## src/rtl/seg_scan_ctrl.sv

```systemverilog
// seg_scan_ctrl: time-multiplexed scan of four 7-segment digits over one
// shared active-low segment bus. Each digit owns a fixed-length slot that
// opens with an anode-off blanking window; per-digit enable and blink are
// applied on top, and all display outputs are registered.
module seg_scan_ctrl #(
  parameter int unsigned TICK_DIV     = 32768,
  parameter int unsigned BLANK_CYC    = 64,
  parameter int unsigned BLINK_FRAMES = 64
) (
  input  logic        clk,
  input  logic        reset,
  input  logic        en,
  input  logic [27:0] seg_in,
  input  logic [3:0]  dp_in,
  input  logic [3:0]  dig_en,
  input  logic [3:0]  blink,
  output logic [6:0]  segs,
  output logic        dp,
  output logic [3:0]  an,
  output logic [1:0]  slot,
  output logic        frame_tick
);

  localparam int unsigned CW = (TICK_DIV > 1) ? $clog2(TICK_DIV) : 1;
  localparam int unsigned BW = (BLINK_FRAMES > 1) ? $clog2(BLINK_FRAMES) : 1;
  localparam logic [CW-1:0] CNT_LAST = CW'(TICK_DIV - 1);
  localparam logic [CW-1:0] BLANK_C  = CW'(BLANK_CYC);
  localparam logic [BW-1:0] BLK_LAST = BW'(BLINK_FRAMES - 1);

  logic [CW-1:0] cnt_q, cnt_d;
  logic [1:0]    slot_q, slot_d;
  logic [BW-1:0] blink_cnt_q, blink_cnt_d;
  logic          blink_phase_q, blink_phase_d;

  logic [6:0]    hold_seg_q, hold_seg_d;
  logic          hold_dp_q, hold_dp_d;
  logic          hold_en_q, hold_en_d;
  logic          hold_blink_q, hold_blink_d;

  logic [6:0]    segs_q, segs_d;
  logic          dp_q, dp_d;
  logic [3:0]    an_q, an_d;
  logic          ft_q, ft_d;

  logic          cnt_wrap;
  logic          frame_end;
  logic          in_window;
  logic          lit;
  logic [6:0]    sel_seg;
  logic          sel_dp, sel_en, sel_blink;

  // Lit window opens once the blanking prefix of the slot has elapsed.
  if (BLANK_CYC == 0) begin : g_noblank
    assign in_window = 1'b1;
  end else begin : g_blank
    assign in_window = (cnt_q >= BLANK_C);
  end

  // Select the inputs belonging to the digit that owns the current slot.
  always_comb begin
    sel_seg   = seg_in[6:0];
    sel_dp    = dp_in[0];
    sel_en    = dig_en[0];
    sel_blink = blink[0];
    case (slot_q)
      2'd1: begin
        sel_seg = seg_in[13:7];  sel_dp = dp_in[1];
        sel_en  = dig_en[1];     sel_blink = blink[1];
      end
      2'd2: begin
        sel_seg = seg_in[20:14]; sel_dp = dp_in[2];
        sel_en  = dig_en[2];     sel_blink = blink[2];
      end
      2'd3: begin
        sel_seg = seg_in[27:21]; sel_dp = dp_in[3];
        sel_en  = dig_en[3];     sel_blink = blink[3];
      end
      default: ;
    endcase
  end

  // Next-state for slot timing, blink phase, hold capture and display outputs.
  always_comb begin
    cnt_wrap  = (cnt_q == CNT_LAST);
    cnt_d     = cnt_wrap ? '0 : cnt_q + 1'b1;
    slot_d    = cnt_wrap ? slot_q + 2'd1 : slot_q;
    frame_end = cnt_wrap && (slot_q == 2'd3);

    blink_cnt_d   = blink_cnt_q;
    blink_phase_d = blink_phase_q;
    if (frame_end) begin
      if (blink_cnt_q == BLK_LAST) begin
        blink_cnt_d   = '0;
        blink_phase_d = ~blink_phase_q;
      end else begin
        blink_cnt_d = blink_cnt_q + 1'b1;
      end
    end

    // On cnt==0 the live inputs are used directly so that the digit is
    // already correct in that cycle (matters when BLANK_CYC==0); the same
    // values are what get held for the rest of the slot.
    if (cnt_q == '0) begin
      hold_seg_d   = sel_seg;
      hold_dp_d    = sel_dp;
      hold_en_d    = sel_en;
      hold_blink_d = sel_blink;
    end else begin
      hold_seg_d   = hold_seg_q;
      hold_dp_d    = hold_dp_q;
      hold_en_d    = hold_en_q;
      hold_blink_d = hold_blink_q;
    end

    lit    = in_window && en && hold_en_d && !(hold_blink_d && blink_phase_q);
    an_d   = lit ? ~(4'b0001 << slot_q) : 4'b1111;
    segs_d = lit ? hold_seg_d : 7'h7F;
    dp_d   = lit ? hold_dp_d : 1'b1;
    ft_d   = frame_end;
  end

  // State and registered outputs; reset clears everything at once.
  always_ff @(posedge clk or negedge reset) begin
    if (!reset) begin
      cnt_q         <= '0;
      slot_q        <= '0;
      blink_cnt_q   <= '0;
      blink_phase_q <= 1'b0;
      hold_seg_q    <= '1;
      hold_dp_q     <= 1'b1;
      hold_en_q     <= 1'b1;
      hold_blink_q  <= 1'b1;
      segs_q        <= 7'h7F;
      dp_q          <= 1'b1;
      an_q          <= 4'b1111;
      ft_q          <= 1'b0;
    end else begin
      cnt_q         <= cnt_d;
      slot_q        <= slot_d;
      blink_cnt_q   <= blink_cnt_d;
      blink_phase_q <= blink_phase_d;
      hold_seg_q    <= hold_seg_d;
      hold_dp_q     <= hold_dp_d;
      hold_en_q     <= hold_en_d;
      hold_blink_q  <= hold_blink_d;
      segs_q        <= segs_d;
      dp_q          <= dp_d;
      an_q          <= an_d;
      ft_q          <= ft_d;
    end
  end

  assign segs       = segs_q;
  assign dp         = dp_q;
  assign an         = an_q;
  assign slot       = slot_q;
  assign frame_tick = ft_q;

endmodule

```

## config.mk

```make
export PLATFORM = sky130hd
export DESIGN_NAME = seg_scan_ctrl
export DESIGN_NICKNAME = d
export VERILOG_FILES = /design/src/rtl/seg_scan_ctrl.sv
export SDC_FILE = /design/constraint.sdc
export NUM_CORES = 1
export LEC_CHECK = 0
export BUFFER_PORTS_ARGS = -buffer_cell sky130_fd_sc_hd__buf_2
export CORE_MARGIN = 2
export CORE_UTILIZATION = 48
export CTS_BUF_LIST = sky130_fd_sc_hd__clkbuf_4 sky130_fd_sc_hd__clkbuf_8 sky130_fd_sc_hd__clkbuf_16
export DETAILED_ROUTE_END_ITERATION = 16
export HOLD_SLACK_MARGIN = 0.15
export PLACE_DENSITY = 0.72
export SETUP_SLACK_MARGIN = 0.4
export SLEW_MARGIN = 20
export SYNTH_ARGS = -nofsm -noshare
export SYNTH_HDL_FRONTEND = slang
export SYNTH_SLANG_ARGS = --single-unit
```

## constraint.sdc

```tcl
create_clock -name clk -period 1.9 [get_ports clk]
set_input_delay 0.38 -clock clk [delete_from_list [all_inputs] [get_ports clk]]
set_output_delay 0.38 -clock clk [all_outputs]
set_load 0.03 [all_outputs]
```

### Word level (Yosys, flattened, before mapping)

Cells that the tools add are included.

| word-level totals | value |
|---|---|
| word-level logic and storage cells | 45 |
| input port bits | 43 |
| output and inout port bits | 15 |
| flip-flop bits (word level) | 47 |

| cells by class | value |
|---|---|
| order comparisons | 1 |
| bitwise logic cells | 2 |
| mux-type cells | 13 |
| reduce and logical (&&, ||, !) cells | 8 |
| eq/ne operators | 5 |
| shift operators | 1 |
| $add $sub $neg | 3 |

Operators by type and width:

| operator | count |
|---|---|
| $pmux W7 S3 | 1 |
| $add A15 B1 Y15 const B | 1 |
| $eq A15 B15 Y1 const B | 1 |
| $ge A15 B7 Y1 const B | 1 |
| $logic_not A15 Y1 | 1 |
| $mux W15 | 1 |
| $mux W7 | 2 |
| $pmux W1 S3 | 3 |
| $add A6 B1 Y6 const B | 1 |
| $eq A6 B6 Y1 const B | 1 |
| $mux W6 | 1 |
| $logic_and A1 B1 Y1 | 5 |
| $eq A2 B2 Y1 const B | 2 |
| $mux W1 | 4 |
| $mux W4 | 1 |
| $not A4 Y4 | 1 |
| $shl A1 B2 Y4 const A | 1 |
| $add A2 B1 Y2 const B | 1 |
| $eq A2 B1 Y1 const B | 1 |
| $reduce_and A2 Y1 | 1 |
| $logic_not A1 Y1 | 1 |
| $not A1 Y1 | 1 |

### Longest topological paths before layout

Gate-level depths: netlist of the first run.

| logic depth | value |
|---|---|
| word-level depth | 7 |
| gate-level depth with buffers | 6 |
| mapped depth without buffers | 5 |

### Worst setup path after synthesis of the first run

No wires, ideal clock.

| timing | value |
|---|---|
| path kind | register to register |
| from | register slot_q[0] (netlist: slot[0]) |
| to | register hold_blink_q |
| period minus slack after synthesis | 1.806 ns |
| cell stages (with the launch flop) | 7 |
| buffers on the path | 1 |
| setup slack | 0.094 ns |
| required time | 1.818 ns |
| setup time | 0.082 ns |
| arrival | 1.723 ns |
| cells stage by stage | dfrtp_1 inv_1 ha_1 clkbuf_1 a222oi_1 o21ai_0 mux2_2 |

| between the ends | value |
|---|---|
| cells in the longest elaborated chain, start to end | 3 |
| elaborated cells on any way between the ends | 5 |
| those cells by class | eq/ne: 3; mux: 2 |

RTL lines:

| item | RTL line | source |
|---|---|---|
| start, declared | 31 | `logic [1:0] slot_q, slot_d;` |
| start signal, assigned | 139 | `slot_q <= slot_d;` |
| $eq A2 B2 Y1 / $eq A2 B1 Y1 (equally long branches) | 65 | `case (slot_q)` |
| $pmux W1 S3 * | 65 |  |
| $mux W1 * | 103 | `if (cnt_q == '0) begin` |
| via hold_blink_d | 38 | `logic hold_blink_q, hold_blink_d;` |
| end signal, assigned | 145 | `hold_blink_q <= hold_blink_d;` |
| end, declared | 38 |  |

The timed path passes the listed nets; every way through them passes the cells marked *.
A chain may end at the register's enable or synchronous reset.

### Worst setup path in the final report of the first run

| timing | value |
|---|---|
| from | register cnt_q[13] |
| to | register hold_seg_q[0] |

| between the ends | value |
|---|---|
| cells in the longest elaborated chain, start to end | 2 |

RTL lines:

| item | RTL line | source |
|---|---|---|
| start, declared | 30 | `logic [CW-1:0] cnt_q, cnt_d;` |
| start signal, assigned | 138 | `cnt_q <= cnt_d;` |
| $logic_not A15 Y1 | 103 |  |
| $mux W7 | 103 |  |
| via hold_seg_d[0] | 35 | `logic [6:0] hold_seg_q, hold_seg_d;` |
| end signal, assigned | 142 | `hold_seg_q <= hold_seg_d;` |
| end, declared | 35 |  |

The timed path passes the listed nets, and every way through them passes these cells.

==> results of run 1 <==
[cell usage after synthesis, drive strengths merged]
cell / number / area share [%]
a222oi: 10 / 4.5
and4: 4 / 1.6
nor2b: 2 / 0.56
buf: 2 / 0.45
nor2: 12 / 2.1
a22o: 1 / 0.39
dfrtp: 25 / 28
xor2: 6 / 2.3
ha: 8 / 4.5
xnor2: 10 / 3.9
dfstp: 22 / 26
nand4bb: 1 / 0.50
and3: 7 / 2.0
inv: 5 / 0.84
mux2i: 1 / 0.45
nand2b: 8 / 2.2
a21oi: 1 / 0.22
nand3: 7 / 1.8
mux2: 13 / 6.5
nand2: 22 / 3.7
nor3: 2 / 0.45
o21ai: 11 / 2.5
nand4: 5 / 1.7
nor4: 2 / 1.2
a41oi: 1 / 0.39
o21a: 1 / 0.34
clkbuf: 7 / 1.2
[cell type report]
| cell class | count | share of cell area, % |
|---|---|---|
| multi-input combinational | 135 | 37.9 |
| tap | 52 | 2.13 |
| clock buffer | 5 | 2.25 |
| inverter | 5 | 0.613 |
| sequential | 47 | 39.7 |
| timing repair buffer | 82 | 16.8 |
| clock inverter | 3 | 0.654 |
[registers in the layout (all words and copies together), names as in the netlist]
name,count
segs,7
frame_tick,1
hold_en_q,1
blink_cnt_q,6
cnt_q,15
an,4
hold_seg_q,7
hold_blink_q,1
hold_dp_q,1
slot,2
dp,1
blink_phase_q,1
[what timing repair did]
item / in CTS / in global routing
endpoints found under the hold margin: 9 / 0
pin swaps: 7 / 8
setup endpoints to repair: 19 / 32
hold buffers: 1 / 0
cloned: 1 / 1
resized for setup: 27 / 25
setup buffers: 10 / 5
[layer usage]
layer  GRT usage [%]  part of all wire [%]  up-vias
li1                -                     -      858
met1            26.6                    44      903
met2            32.4                    50       54
met3            4.86                   5.4        6
met4            5.45                   1.3        0
met5               0                     0        -
[worst max path at each step]
stage	start	endpoint	slack, ps
after floorplan	slot[1]	blink_cnt_q[0]	170
after detailed placement	slot[1]	blink_cnt_q[1]	170
after global routing	cnt_q[13]	hold_seg_q[4]	190
after CTS	slot[1]	hold_en_q	350
after global placement	slot[0]	hold_en_q	200
final	cnt_q[13]	hold_seg_q[0]	270
[where the power goes]
part / switching (W) / total, W / internal (W)
logic: 0.0000411 / 0.0000901 / 0.0000490
registers: 0.00000438 / 0.00102 / 0.00102
clock network: 0.000341 / 0.000598 / 0.000257
[logic make-up after synthesis]
group | count (synthesis)
and+or+nand+nor | 72
DFF | 47
AOI/OAI and AO/OA | 25
xor gates and xnor gates | 16
buffers and inverters | 14
muxes | 14
adders and majority gates | 8
[stage by stage]
step / power (W) / setup WS (ps)
floorplan: 0.00106 / 167
global placement: 0.00113 / 204
detailed placement: 0.00113 / 166
CTS: 0.00172 / 355
global route: 0.00177 / 188
finish: 0.00171 / 275
[worst max-delay path: stages, from the launching register on]
cell       delay (ps)
dfrtp_2           440
nor4_4            280
nand3_1           150
nand4bb_4         240
buf_6             170
mux2_2            260
==> results by group, run 1 <==
Global routing
  – Antenna violations before repair: 0
  – Global route overflow: 0
  – Vias in the first global route: 1715
  – Largest net degree at the start of global routing: 20
  – First-pass GRT wire length: 8100 um
  – Total track usage: 19.9%

Synth
  – Post-Synthesis Cell Area: 0.00224 mm2
  – Syn Inst Count: 196
  – Syn_area_per_cell: 11.4 um2
  – Yosys cell types: 34
  – Complex-gate fraction of the synthesized area: 8.26%
  – Simple logic cell fraction of the synthesized area: 17.9%
  – Synthesis-stage register bit count: 47
  – Synthesized Nets: 247
  – Register area share after synthesis: 53.7%
  – Mux cell area share after synthesis: 6.98%
  – Synth Area in Adders: 4.47%
  – XOR/XNOR share of the synthesized area: 6.25%
  – Largest family of logic cells by synthesized area: simple AND/OR/NAND/NOR gates
  – Synth warn: 0

Critical path
  – Critical path class: reg2reg
  – R2R Path Start: cnt_q[13]
  – Critical path endpoint category: flop
  – Arr. time, crit path: 1850 ps
  – Worst R2R End: hold_seg_q[0]
  – CP required: 2120 ps
  – R2r setup slk: 270 ps
  – FF-to-FF path depth: 5
  – Startpoint types: flop
  – Crit Path Max Fanout: 5

Finish
  – Post-Layout Cell Count: 329
  – Layout area overhead: 36.5%
  – Design area: 0.00306 mm2
  – Most frequent cells in the layout: buf_2, dfstp_2, nand2_1
  – Multi-input gate area: 0.00116 mm2
  – Final #Nets: 327
  – Register area: 0.00121 mm2
  – Layout cell share with drive strength beyond 1: 56.3%
  – Commonest non-fill, non-tap cell in the layout: buf_2
  – # diodes: 0
  – Final core occ: 69.3%
  – Fill cells: 336

Clock tree
  – Clk_lat worst skew: 300 ps
  – Root buf cell: clkbuf_8
  – Max Root-Sink Buffers: 2
  – Num CTS Buffers: 5
  – Clk sink count: 47
  – Reg clk slew, reported paths: 80 ps
  – H-tree Lvls: 2
  – CTS tree: built

Die
  – Die Area: 0.00523 mm2
  – Core area: 0.00441 mm2
  – Boundary Pins: 58
  – Row Count: 24
  – Effective utilization at floorplan: 50.8%
  – Die width: 72.3 um
  – Die height: 72.3 um

STA
  – Hold Fails Final Rpt: 0
  – Relative max-transition margin: 71.1%
  – RSZ-0062 raised after global routing: true
  – Setup total negative slack: 0 ps
  – Final setup fails: 0
  – Fin crit share: 85.5%
  – Max Clock Freq: 615 MHz
  – Post-Route Hold Slack: 429 ps
  – Final Max Slew Viols: 0
  – Min Tclk post-route: 1630 ps
  – Slew @ Worst Pin: 430 ps
  – Clk_skew: 11.4 ps

Pwr
  – Leak: 1.41 nW
  – Peak VDD IR: 0.700 mV
  – Power Dens Cells: 560 mW/mm2

Detailed routing
  – DR WL/cell: 16.8 um
  – DRC Markers: 0
  – DR vias: 1821
  – DR iter-0 viols: 171
  – Final WL: 5530 um
  – First drt pass iteration count: 4
  – Antenna-violating nets left: 0
  – Via/cell ratio: 5.53

Placement
  – Placer congestion estimate: 0.838
  – Post-DP HPWL: 3480 um
  – Port bufs: 57
  – Area after DPL: 0.00266 mm2
  – Dpl cells: 303

Run status
  – Outcome: completed

Hold path
  – Hold Crit Endpoint: hold_seg_q[5]
  – Hold Path Stages: 4
  – Hold Path Class: in2reg
  – Min-Delay Startpoint: seg_in[5]

Job
  – Max-cap viol count: 0
Note: power is estimated with default switching activity, not from simulation.
==> run 2: changes to the inputs <==
- ABC_AREA: unset -> 1
- CTS_CLUSTER_DIAMETER: unset -> 60
- PLACE_DENSITY: 0.72 -> 0.71
- SLEW_MARGIN: 20 -> unset
==> run 2 against run 1 <==
- cell count grew 43%
- critical endpoint is now an[2]
- final area increased by 13%
- sequential power is essentially flat
- highest routed layer unchanged
==> results by group, run 2 <==
Detailed routing
  – Via/cell ratio: 4.86 (-12%)
  – DR WL/cell: 13.4 um (-20%)
  – First drt pass iteration count: 4 (unchanged)
  – DR iter-0 viols: 81 (-53%)
  – DR vias: 2292 (+26%)
  – Final WL: 6320 um (+14%)
  – Antenna-violating nets left: 0 (unchanged)
  – DRC Markers: 0 (unchanged)

Clock tree
  – Reg clk slew, reported paths: 90 ps (about the same)
  – H-tree Lvls: 2 (unchanged)
  – Clk_lat worst skew: 300 ps (about the same)
  – Num CTS Buffers: 5 (unchanged)
  – Clk sink count: 47 (unchanged)
  – CTS tree: built
  – Max Root-Sink Buffers: 2 (unchanged)
  – Root buf cell: clkbuf_8

Finish
  – Commonest non-fill, non-tap cell in the layout: nand2_1
  – Post-Layout Cell Count: 472 (+43%)
  – Final #Nets: 452 (+38%)
  – Largest reg by FF count: cnt_q
  – Most frequent cells in the layout: nand2_1, buf_2, inv_1
  – Design area: 0.00346 mm2 (+13%)
  – Layout area overhead: 33.8%
  – # diodes: 0 (unchanged)
  – Largest register FFs: 15 (unchanged)
  – Final core occ: 67.2% (-2.1 points)
  – Layout cell share with drive strength beyond 1: 44.8% (-12 points)

STA
  – Clk_skew: 6.81 ps (-4.58 ps)
  – Setup total negative slack: 0 ps (unchanged)
  – Relative max-transition margin: 67.3% (-3.8 points)
  – Setup WS post-layout: 393 ps (+118 ps)
  – Fin crit share: 79.3% (-6.2 points)
  – Hold Fails Final Rpt: 0 (unchanged)
  – Final Max Slew Viols: 0 (unchanged)
  – Min Tclk post-route: 1510 ps (-118 ps)
  – Slew @ Worst Pin: 490 ps (+59.9 ps)
  – RSZ-0062 raised after global routing: true
  – Final setup fails: 0 (unchanged)
  – Max Clock Freq: 664 MHz (+7.9%)

Die
  – Die Area: 0.00598 mm2 (+14%)
  – Die height: 77.4 um (+6.9%)
  – Row Count: 26 (+8.3%)
  – Effective utilization at floorplan: 50.2% (-0.52 points)
  – Core area: 0.00514 mm2 (+16%)
  – Die width: 77.4 um (+6.9%)
  – Boundary Pins: 58 (unchanged)

Pwr
  – Logic pwr share: 6.5% (+1.2 points)
  – Sw frac: 21.6% (-0.93 points)
  – Peak VDD IR: 0.438 mV (-37%)
  – P_int: 0.00145 W (+9.5%)
  – Leak: 1.66 nW (+18%)
  – Share of total power in the clock network: 38.3% (+3.4 points)
  – Seq pwr share: 55.2% (-4.6 points)
  – Power Dens Cells: 536 mW/mm2 (-4.2%)
  – Net Switching: 0.000401 W (+3.8%)

Placement
  – Area after DPL: 0.00305 mm2 (+15%)
  – Placer congestion estimate: 0.808 (-3.5%)
  – Worst slack, placed: 101 ps (-64.9 ps)
  – Dpl cells: 448 (+48%)
  – Post-DP HPWL: 4260 um (+23%)
  – Port bufs: 57 (unchanged)

Synth
  – Synth top cells by count: nand2_1, inv_1, nor2_1, dfrtp_1, dfstp_2
  – Register area share after synthesis: 46.6% (-7.1 points)
  – Top FF cell, synth: dfrtp_1
  – Synthesized Nets: 374 (+51%)
  – Ys async rst share: 100% (unchanged)
  – Yosys cell types: 33 (-2.9%)
  – Synthesis-stage register bit count: 47 (unchanged)
  – Count leader, synth: nand2_1
  – Syn_area_per_cell: 8.00 um2 (-30%)
  – Synth top area share: 24.2% (-3.7 points)
  – Cell taking the most area after synthesis: dfrtp_1
  – Synth warn: 0 (unchanged)
  – Syn Inst Count: 323 (+65%)
  – EDFF count, synth: 0 (unchanged)
  – Area contributors post-synth: dfrtp_1, dfstp_2, nand2_1
  – Post-Synthesis Cell Area: 0.00258 mm2 (+15%)

Critical path
  – Crit-path cells: inv_4 -> ha_4 -> inv_8 -> or2_4 -> o21ai_2 -> nand3_2 -> nand3_4 -> nand3_2
  – Critical path class: reg2reg
  – R2r setup slk: 390 ps (+120 ps)
  – CP required: 2120 ps (about the same)
  – Slowest cell on the critical path: dfrtp_2
  – Crit Path Max Fanout: 10 (+5)
  – Critical path endpoint category: flop
  – CP max stage delay: 450 ps (about the same)
  – Arr. time, crit path: 1730 ps (-120 ps)
  – Most frequent CP cell: nand3_2
  – Startpoint types: flop

Hold path
  – Hold Path Class: in2reg

Job
  – Max-cap viol count: 0 (unchanged)

Global routing
  – Global route overflow: 0 (unchanged)
  – Antenna violations before repair: 0 (unchanged)
  – Vias in the first global route: 2202 (+28%)
  – Total track usage: 22.0% (+2.1 points)
  – Largest net degree at the start of global routing: 29 (+45%)
  – First-pass GRT wire length: 10200 um (+26%)

Run status
  – Outcome: completed
[run 2: per-stage QoR]
step	hold slack (ps)	total power, W
floorplan	84.4	0.00108
global placement	366	0.00115
detailed placement	370	0.00115
CTS	418	0.00188
global route	430	0.00193
finish	427	0.00185
[run 2: cell type report]
cell class	count	area, um2
fill	410	1680
multi-input combinational	226	1380
sequential	47	1210
timing repair buffer	77	478
inverter	43	185
clock buffer	7	108
tap	70	87.6
timing repair inverter	1	8.76
clock inverter	1	5.00
[run 2: final timing paths]
check / from / endpoint / cells after the start
min in group asynchronous: reset / cnt_q[8] / 2
min: dig_en[0] / hold_en_q / 3
max: slot[1] / an[2] / 8
max reg2reg: slot[1] / an[2] / 8
max in group asynchronous: reset / segs[5] / 3
min reg2reg: blink_cnt_q[5] / blink_cnt_q[5] / 2
[run 2: worst max-delay path: cells and delay by family (launching register included)]
kind	cells	cell delay, ps
DFF	1	450
and+or+nand+nor	4	630
buffers and inverters	2	140
AOI/OAI and AO/OA	1	60
adders and majority gates	1	160
[run 2: cell families (layout without fill, tap and decap cells)]
kind of cell | count (synthesis) | after routing | share of synthesized area, %
AOI/OAI and AO/OA | 31 | 31 | 6.25
DFF | 47 | 47 | 46.6
buffers and inverters | 52 | 129 | 8.48
xor gates and xnor gates | 10 | 10 | 3.39
adders and majority gates | 8 | 8 | 3.88
and+or+nand+nor | 175 | 177 | 31.4
[run 2: per-layer routing]
metal,track usage [%],vias to the layer above,share of wire (%)
met5,0,-,0
met4,9.64,0,3.2
met3,4.07,16,4.3
met2,39.0,60,50
met1,25.8,1060,43
li1,-,1156,-
[run 2: timing repair]
item	4_1_cts	5_1_grt
endpoints found under the setup margin	34	36
endpoints found under the hold margin	17	0
gates resized for setup	25	21
hold buffers	1	0
setup buffers	7	5
pin swaps	10	17
cloned	2	1
[run 2: power by group through the flow]
stage	Clock, W	Combinational [W]	Sequential (W)
4_1_cts	0.000735	0.000117	0.00102
3_3_place_gp	0	0.000111	0.00104
2_1_floorplan	0	0.0000378	0.00104
6_report	0.000710	0.000120	0.00102
5_1_grt	0.000772	0.000132	0.00103
3_5_place_dp	0	0.000112	0.00104
